$ cat config.mk
export PLATFORM = sky130hd
export DESIGN_NAME = pipe_hazard_ctrl
export DESIGN_NICKNAME = d
export VERILOG_FILES = /design/src/rtl/pipe_hazard_ctrl.sv
export SDC_FILE = /design/constraint.sdc
export NUM_CORES = 1
export LEC_CHECK = 0
export ABC_AREA = 1
export CORE_MARGIN = 1.5
export CORE_UTILIZATION = 54
export DETAILED_ROUTE_END_ITERATION = 16
export PLACE_DENSITY_LB_ADDON = 0.3
export SETUP_SLACK_MARGIN = 0.2
export SLEW_MARGIN = 0
export SYNTH_ARGS = -nofsm -noshare
export SYNTH_HDL_FRONTEND = slang
export SYNTH_SLANG_ARGS = --single-unit
$ cat constraint.sdc
create_clock -name clk -period 3.58 [get_ports clk]
set_input_delay 0.537 -clock clk [delete_from_list [all_inputs] [get_ports clk]]
set_output_delay 0.537 -clock clk [all_outputs]
set_load 0.1 [all_outputs]
$ cat src/rtl/pipe_hazard_ctrl.sv
// Stall/flush scheduler for the 5-stage core: Mealy stage controls from hazard priority,
// a debug FSM tracking which hazard applied last cycle, and saturating stall/flush counters.
module pipe_hazard_ctrl #(
  parameter int REG_W = 5,
  parameter int WB_SRC_W = 3,
  parameter logic [WB_SRC_W-1:0] WB_DATAMEM = 1,
  parameter int CNT_W = 32
) (
  input  logic                clk,
  input  logic                rst,
  input  logic                id_valid,
  input  logic [REG_W-1:0]    id_rs1,
  input  logic [REG_W-1:0]    id_rs2,
  input  logic [1:0]          id_dep_chk,
  input  logic                id_is_csr,
  input  logic                ex_valid,
  input  logic                ex_wen,
  input  logic [REG_W-1:0]    ex_rd,
  input  logic [WB_SRC_W-1:0] ex_wb_src,
  input  logic                mem_valid,
  input  logic                mem_wen,
  input  logic                ex_redirect,
  input  logic                dmem_busy,
  output logic                pc_stall,
  output logic                if_id_stall,
  output logic                if_id_flush,
  output logic                id_ex_stall,
  output logic                id_ex_bubble,
  output logic                ex_mem_stall,
  output logic                mem_wb_bubble,
  output logic [1:0]          state,
  output logic [CNT_W-1:0]    stall_cycles,
  output logic [CNT_W-1:0]    flush_count
);

  typedef enum logic [1:0] {
    RUN       = 2'd0,
    LU_STALL  = 2'd1,
    CSR_DRAIN = 2'd2,
    MEM_WAIT  = 2'd3
  } state_t;

  localparam logic [CNT_W-1:0] CNT_ONE = {{(CNT_W-1){1'b0}}, 1'b1};
  localparam logic [CNT_W-1:0] CNT_MAX = {CNT_W{1'b1}};

  state_t cur_state, nxt_state;
  logic   lu, csr_hz, rs1_hit, rs2_hit;

  assign rs1_hit = id_dep_chk[1] && (id_rs1 == ex_rd);
  assign rs2_hit = id_dep_chk[0] && (id_rs2 == ex_rd);
  assign lu      = id_valid && ex_valid && ex_wen && (ex_wb_src == WB_DATAMEM) &&
                   (ex_rd != '0) && (rs1_hit || rs2_hit);
  assign csr_hz  = id_valid && id_is_csr && ((ex_valid && ex_wen) || (mem_valid && mem_wen));

  always_comb begin
    pc_stall      = 1'b0;
    if_id_stall   = 1'b0;
    if_id_flush   = 1'b0;
    id_ex_stall   = 1'b0;
    id_ex_bubble  = 1'b0;
    ex_mem_stall  = 1'b0;
    mem_wb_bubble = 1'b0;
    nxt_state     = RUN;
    if (rst) begin
      nxt_state = RUN;
    end else if (dmem_busy) begin
      // whole front end frozen; EX contents (and any redirect/lu) survive the wait
      pc_stall      = 1'b1;
      if_id_stall   = 1'b1;
      id_ex_stall   = 1'b1;
      ex_mem_stall  = 1'b1;
      mem_wb_bubble = 1'b1;
      nxt_state     = MEM_WAIT;
    end else if (ex_redirect) begin
      if_id_flush  = 1'b1;
      id_ex_bubble = 1'b1;
      nxt_state    = RUN;
    end else if (lu) begin
      pc_stall     = 1'b1;
      if_id_stall  = 1'b1;
      id_ex_bubble = 1'b1;
      nxt_state    = LU_STALL;
    end else if (csr_hz) begin
      pc_stall     = 1'b1;
      if_id_stall  = 1'b1;
      id_ex_bubble = 1'b1;
      nxt_state    = CSR_DRAIN;
    end
  end

  always_ff @(posedge clk) begin
    if (rst) begin
      cur_state    <= RUN;
      stall_cycles <= '0;
      flush_count  <= '0;
    end else begin
      cur_state <= nxt_state;
      if (pc_stall && (stall_cycles != CNT_MAX))
        stall_cycles <= stall_cycles + CNT_ONE;
      if (if_id_flush && (flush_count != CNT_MAX))
        flush_count <= flush_count + CNT_ONE;
    end
  end

  assign state = cur_state;

endmodule
# Yosys cells after proc, flatten, opt, wreduce, memory -nomap -nowiden
# Cells that the tools add are included.
# word_totals
ff_bits	66
inputBits	30
output_inout_bits	73
word_cells	43
# classes
addsub	2
n_eq_ne	5
n_mux	17
n_reduce_logical	16
# ops
op	n
32-bit by 1-bit adder with 32-bit output, second input constant	2
32-bit inequality test, second input constant	2
1-bit logical AND	13
1-bit 2-to-1 mux	13
5-bit == test	2
2-bit 2-to-1 mux	4
5-bit nonzero test	1
3-bit by 1-bit == test with 1-bit output, second input constant	1
1-bit logical OR	2

# Logic depth before layout (Yosys ltp)
# depth
depth_word	10
depth_mapped	14
ltp_nobuf	13

# Worst setup path after synthesis
# OpenSTA, ideal clock, no wires.
# synth_timing
path_kind	input port to output port
start	in dmem_busy
end	out pc_stall
arrival_time_ps	3344
t_required_ps	3043
path_slack_ps	-301
stages	6
n_path_buf	2
path_cell_list	inv_1 -> nor2_1 -> inv_1 -> nand3_2 -> buf_2 -> buf_4
# synth_via
elab_chain_cells	2
# synth_lines
item	line_no	source
from (decl)	23	input logic dmem_busy,
1-bit 2-to-1 mux (2 in series)	n/a	
to (decl)	24	output logic pc_stall,
# Every way passes these cells.

# Worst setup path after layout
# layout_timing
start	in rst
end	out if_id_stall
# layout_via
elab_chain_cells	1
# layout_lines
item	line_no	source
from (decl)	10	input logic rst,
1-bit 2-to-1 mux	64	if (rst) begin
to (decl)	25	output logic if_id_stall,
# Every way passes these cells.

==> impl_metrics.json <==
{
  "multi_input_area_um2": 2540,
  "reg2reg_setup_slack_ps": 1150,
  "synth_cell_types": 33,
  "clockRootBuffer": "clkbuf_8",
  "initial_utilization_pct": 55.6,
  "cellLeakagePower_nw": 2.06,
  "antenna_cells": 0,
  "cellPowerDensity_nw_per_um2": 318,
  "drc": 0,
  "synth_edf_count": 0,
  "hold_path.startpoint": "flush_count[2]",
  "htreeDepth": 3,
  "seqCellArea_um2": 1320,
  "syn-instance-count": 697,
  "design.die.area_um2": 8460,
  "synth_area_leader_cell": "dfxtp_1",
  "synth-simple-area-share_pct": 45.1,
  "netlist_top_cells_area": "dfxtp_1, nand2_1, nor2_1",
  "critPathCaptureType": "primary output",
  "critical_path_arrival_ps": 2260,
  "postSynthAreaPerCell_um2": 6.14,
  "critPathLaunchType": "input pin",
  "dr.pass1.iters": 7,
  "routed_via_density": 5.48,
  "grt_first_pass_wirelength_um": 21300,
  "synth_top_area_share_pct": 30.9,
  "fillCellCount": 634,
  "io_buffers": 102,
  "drive_above_1_share_pct": 6.41,
  "clock_skew_ps": 10.8,
  "synth_flop_cell": "dfxtp_1",
  "synth_seq_cells": 66,
  "synth_compound_area_share_pct": 8.02,
  "cts_tree": "done",
  "vdd_drop_max_v": 0.000206,
  "routed_wl_um": 12600,
  "crit_type": "in -> out",
  "seq_area_frac_synth_pct": 30.9,
  "async_flop_share_pct": 0,
  "cts_buffers": 9,
  "place_ws_ps": 665,
  "globalplace.congestion": 0.961,
  "ant_nets": 0,
  "maxCapViolCount": 0,
  "status": "finished, final reports clean",
  "clk_latency_ps": 360,
  "yosys.area_share.adder_pct": 0.585,
  "r2r-end": "flush_count[19]",
  "wl_per_cell_um": 14.0,
  "ctsResizeCount": 0,
  "rr_startpoint": "flush_count[0]",
  "p_total_mw": 1.79,
  "cts_hold_buf": 0,
  "period_needed_ps": 2790,
  "synth-xor-area-share_pct": 5.73,
  "setup_viol": 0,
  "drt_iter0_markers": 314,
  "worst_slew_pin_slew_ps": 1010,
  "min_path_type": "reg -> reg",
  "antenna_found_initial": 0,
  "synthesis.area_um2": 4280,
  "rsz0062_at_grt": "false",
  "hold_end": "flush_count[2]",
  "post_cts_buffers": 0,
  "reg2regPathDepth": 11,
  "dp_hpwl_um": 9140,
  "fmax_mhz": 358,
  "grt_max_degree": 33,
  "crit_path_max_fanout": 16,
  "relSlewSlack_pct": 32.5,
  "yosys-mux-area-fraction_pct": 0,
  "gr-total-overflow": 0,
  "io_pins": 103,
  "required_ps": 3040,
  "layout_common_cells": "nand2_1, clkdlybuf4s50_1, nor2_1",
  "syn_nets": 729,
  "finalSetupTns_ps": 0,
  "die_height_um": 92.0,
  "nNetsFinal": 823,
  "die_x_um": 92.0,
  "track_usage_pct": 30.9,
  "area_growth_pct": 32.0,
  "clock_path_buffers": 2,
  "drv_slew": 0,
  "vias": 4923,
  "core_um2": 7690,
  "synth_top_family_by_area": "simple AND/OR/NAND/NOR gates",
  "setup_slack_ps": 787,
  "cts.clk_slew.worst_paths_ps": 70,
  "min_period_over_period_pct": 78.0,
  "rows": 32,
  "cts.sinks": 66,
  "yosysWarnings": 0,
  "final_common_cell": "nand2_1",
  "hold_viol_final": 0,
  "grt_pass1_vias": 4929,
  "worstHoldPathCells": 2
}
[per-stage QoR]
step / utilization, % / hold WS, ps / area (um2) / cells
3_3_place_gp: 70.0 / 470 / 5380 / 882
2_1_floorplan: - / 764 / 4280 / 697
3_5_place_dp: 70.0 / 486 / 5380 / 882
5_1_grt: 73.4 / 549 / 5650 / 898
6_report: 73.4 / 499 / 5650 / 898
4_1_cts: 73.4 / 501 / 5650 / 898
[where the power goes]
part / switching (mW) / internal [mW]
registers: 0.00384 / 0.738
logic: 0.131 / 0.0690
clock network: 0.319 / 0.533
[cells by family after synthesis]
logic type / count (synthesis)
XOR/XNOR: 28
adder cells (fa/ha/maj): 2
buffers and inverters: 94
AO/OA/AOI/OAI: 67
AND/OR/NAND/NOR: 440
flip-flops: 66
[cell type report]
class,count,share of cell area (%)
inverters,71,4.72
clock buffers,9,2.19
multi-input cells,537,45.1
flip-flops and latches,66,23.4
clock inverters,7,2.50
well taps,102,2.26
repair buffers,106,19.9
[sequential cells by signal (all words and copies together), names as in the netlist]
signal	flops
stall_cycles	32
flush_count	32
state	2
[critical path, cell delays in order]
cell and delay, ps:
clkdlybuf4s50_1 520, buf_4 240, nor2_1 90, inv_1 60, nor2_1 50, inv_1 70, nand3_2 360, buf_12 330
[synthesized netlist by cell type, drive strengths merged (10+ instances only)]
cell   instances
nand4         10
nor3          29
inv           70
nand2        228
a21oi         49
dfxtp         66
xor2          19
nand3         65
nor2          91
o21ai         14
buf           14
[per-layer routing]
| layer | share of wire, % | track usage (%) | vias up |
|---|---|---|---|
| li1 | - | - | 2411 |
| met1 | 40 | 34.4 | 2258 |
| met2 | 51 | 55.9 | 207 |
| met3 | 5.7 | 4.48 | 47 |
| met4 | 3.5 | 17.4 | 0 |
| met5 | 0 | 0 | - |
[how the worst max path moves through the flow]
| stage | from | to | slack (ps) | cells after the start |
|---|---|---|---|---|
| floorplan | dmem_busy | pc_stall | 290 | 6 |
| global placement | rst | flush_count[22] | 790 | 10 |
| detailed placement | rst | flush_count[22] | 660 | 10 |
| CTS | rst | if_id_stall | 790 | 8 |
| global route | ex_rd[0] | if_id_stall | 650 | 10 |
| finish | rst | if_id_stall | 790 | 8 |
Power figures use the tool's default switching activity.
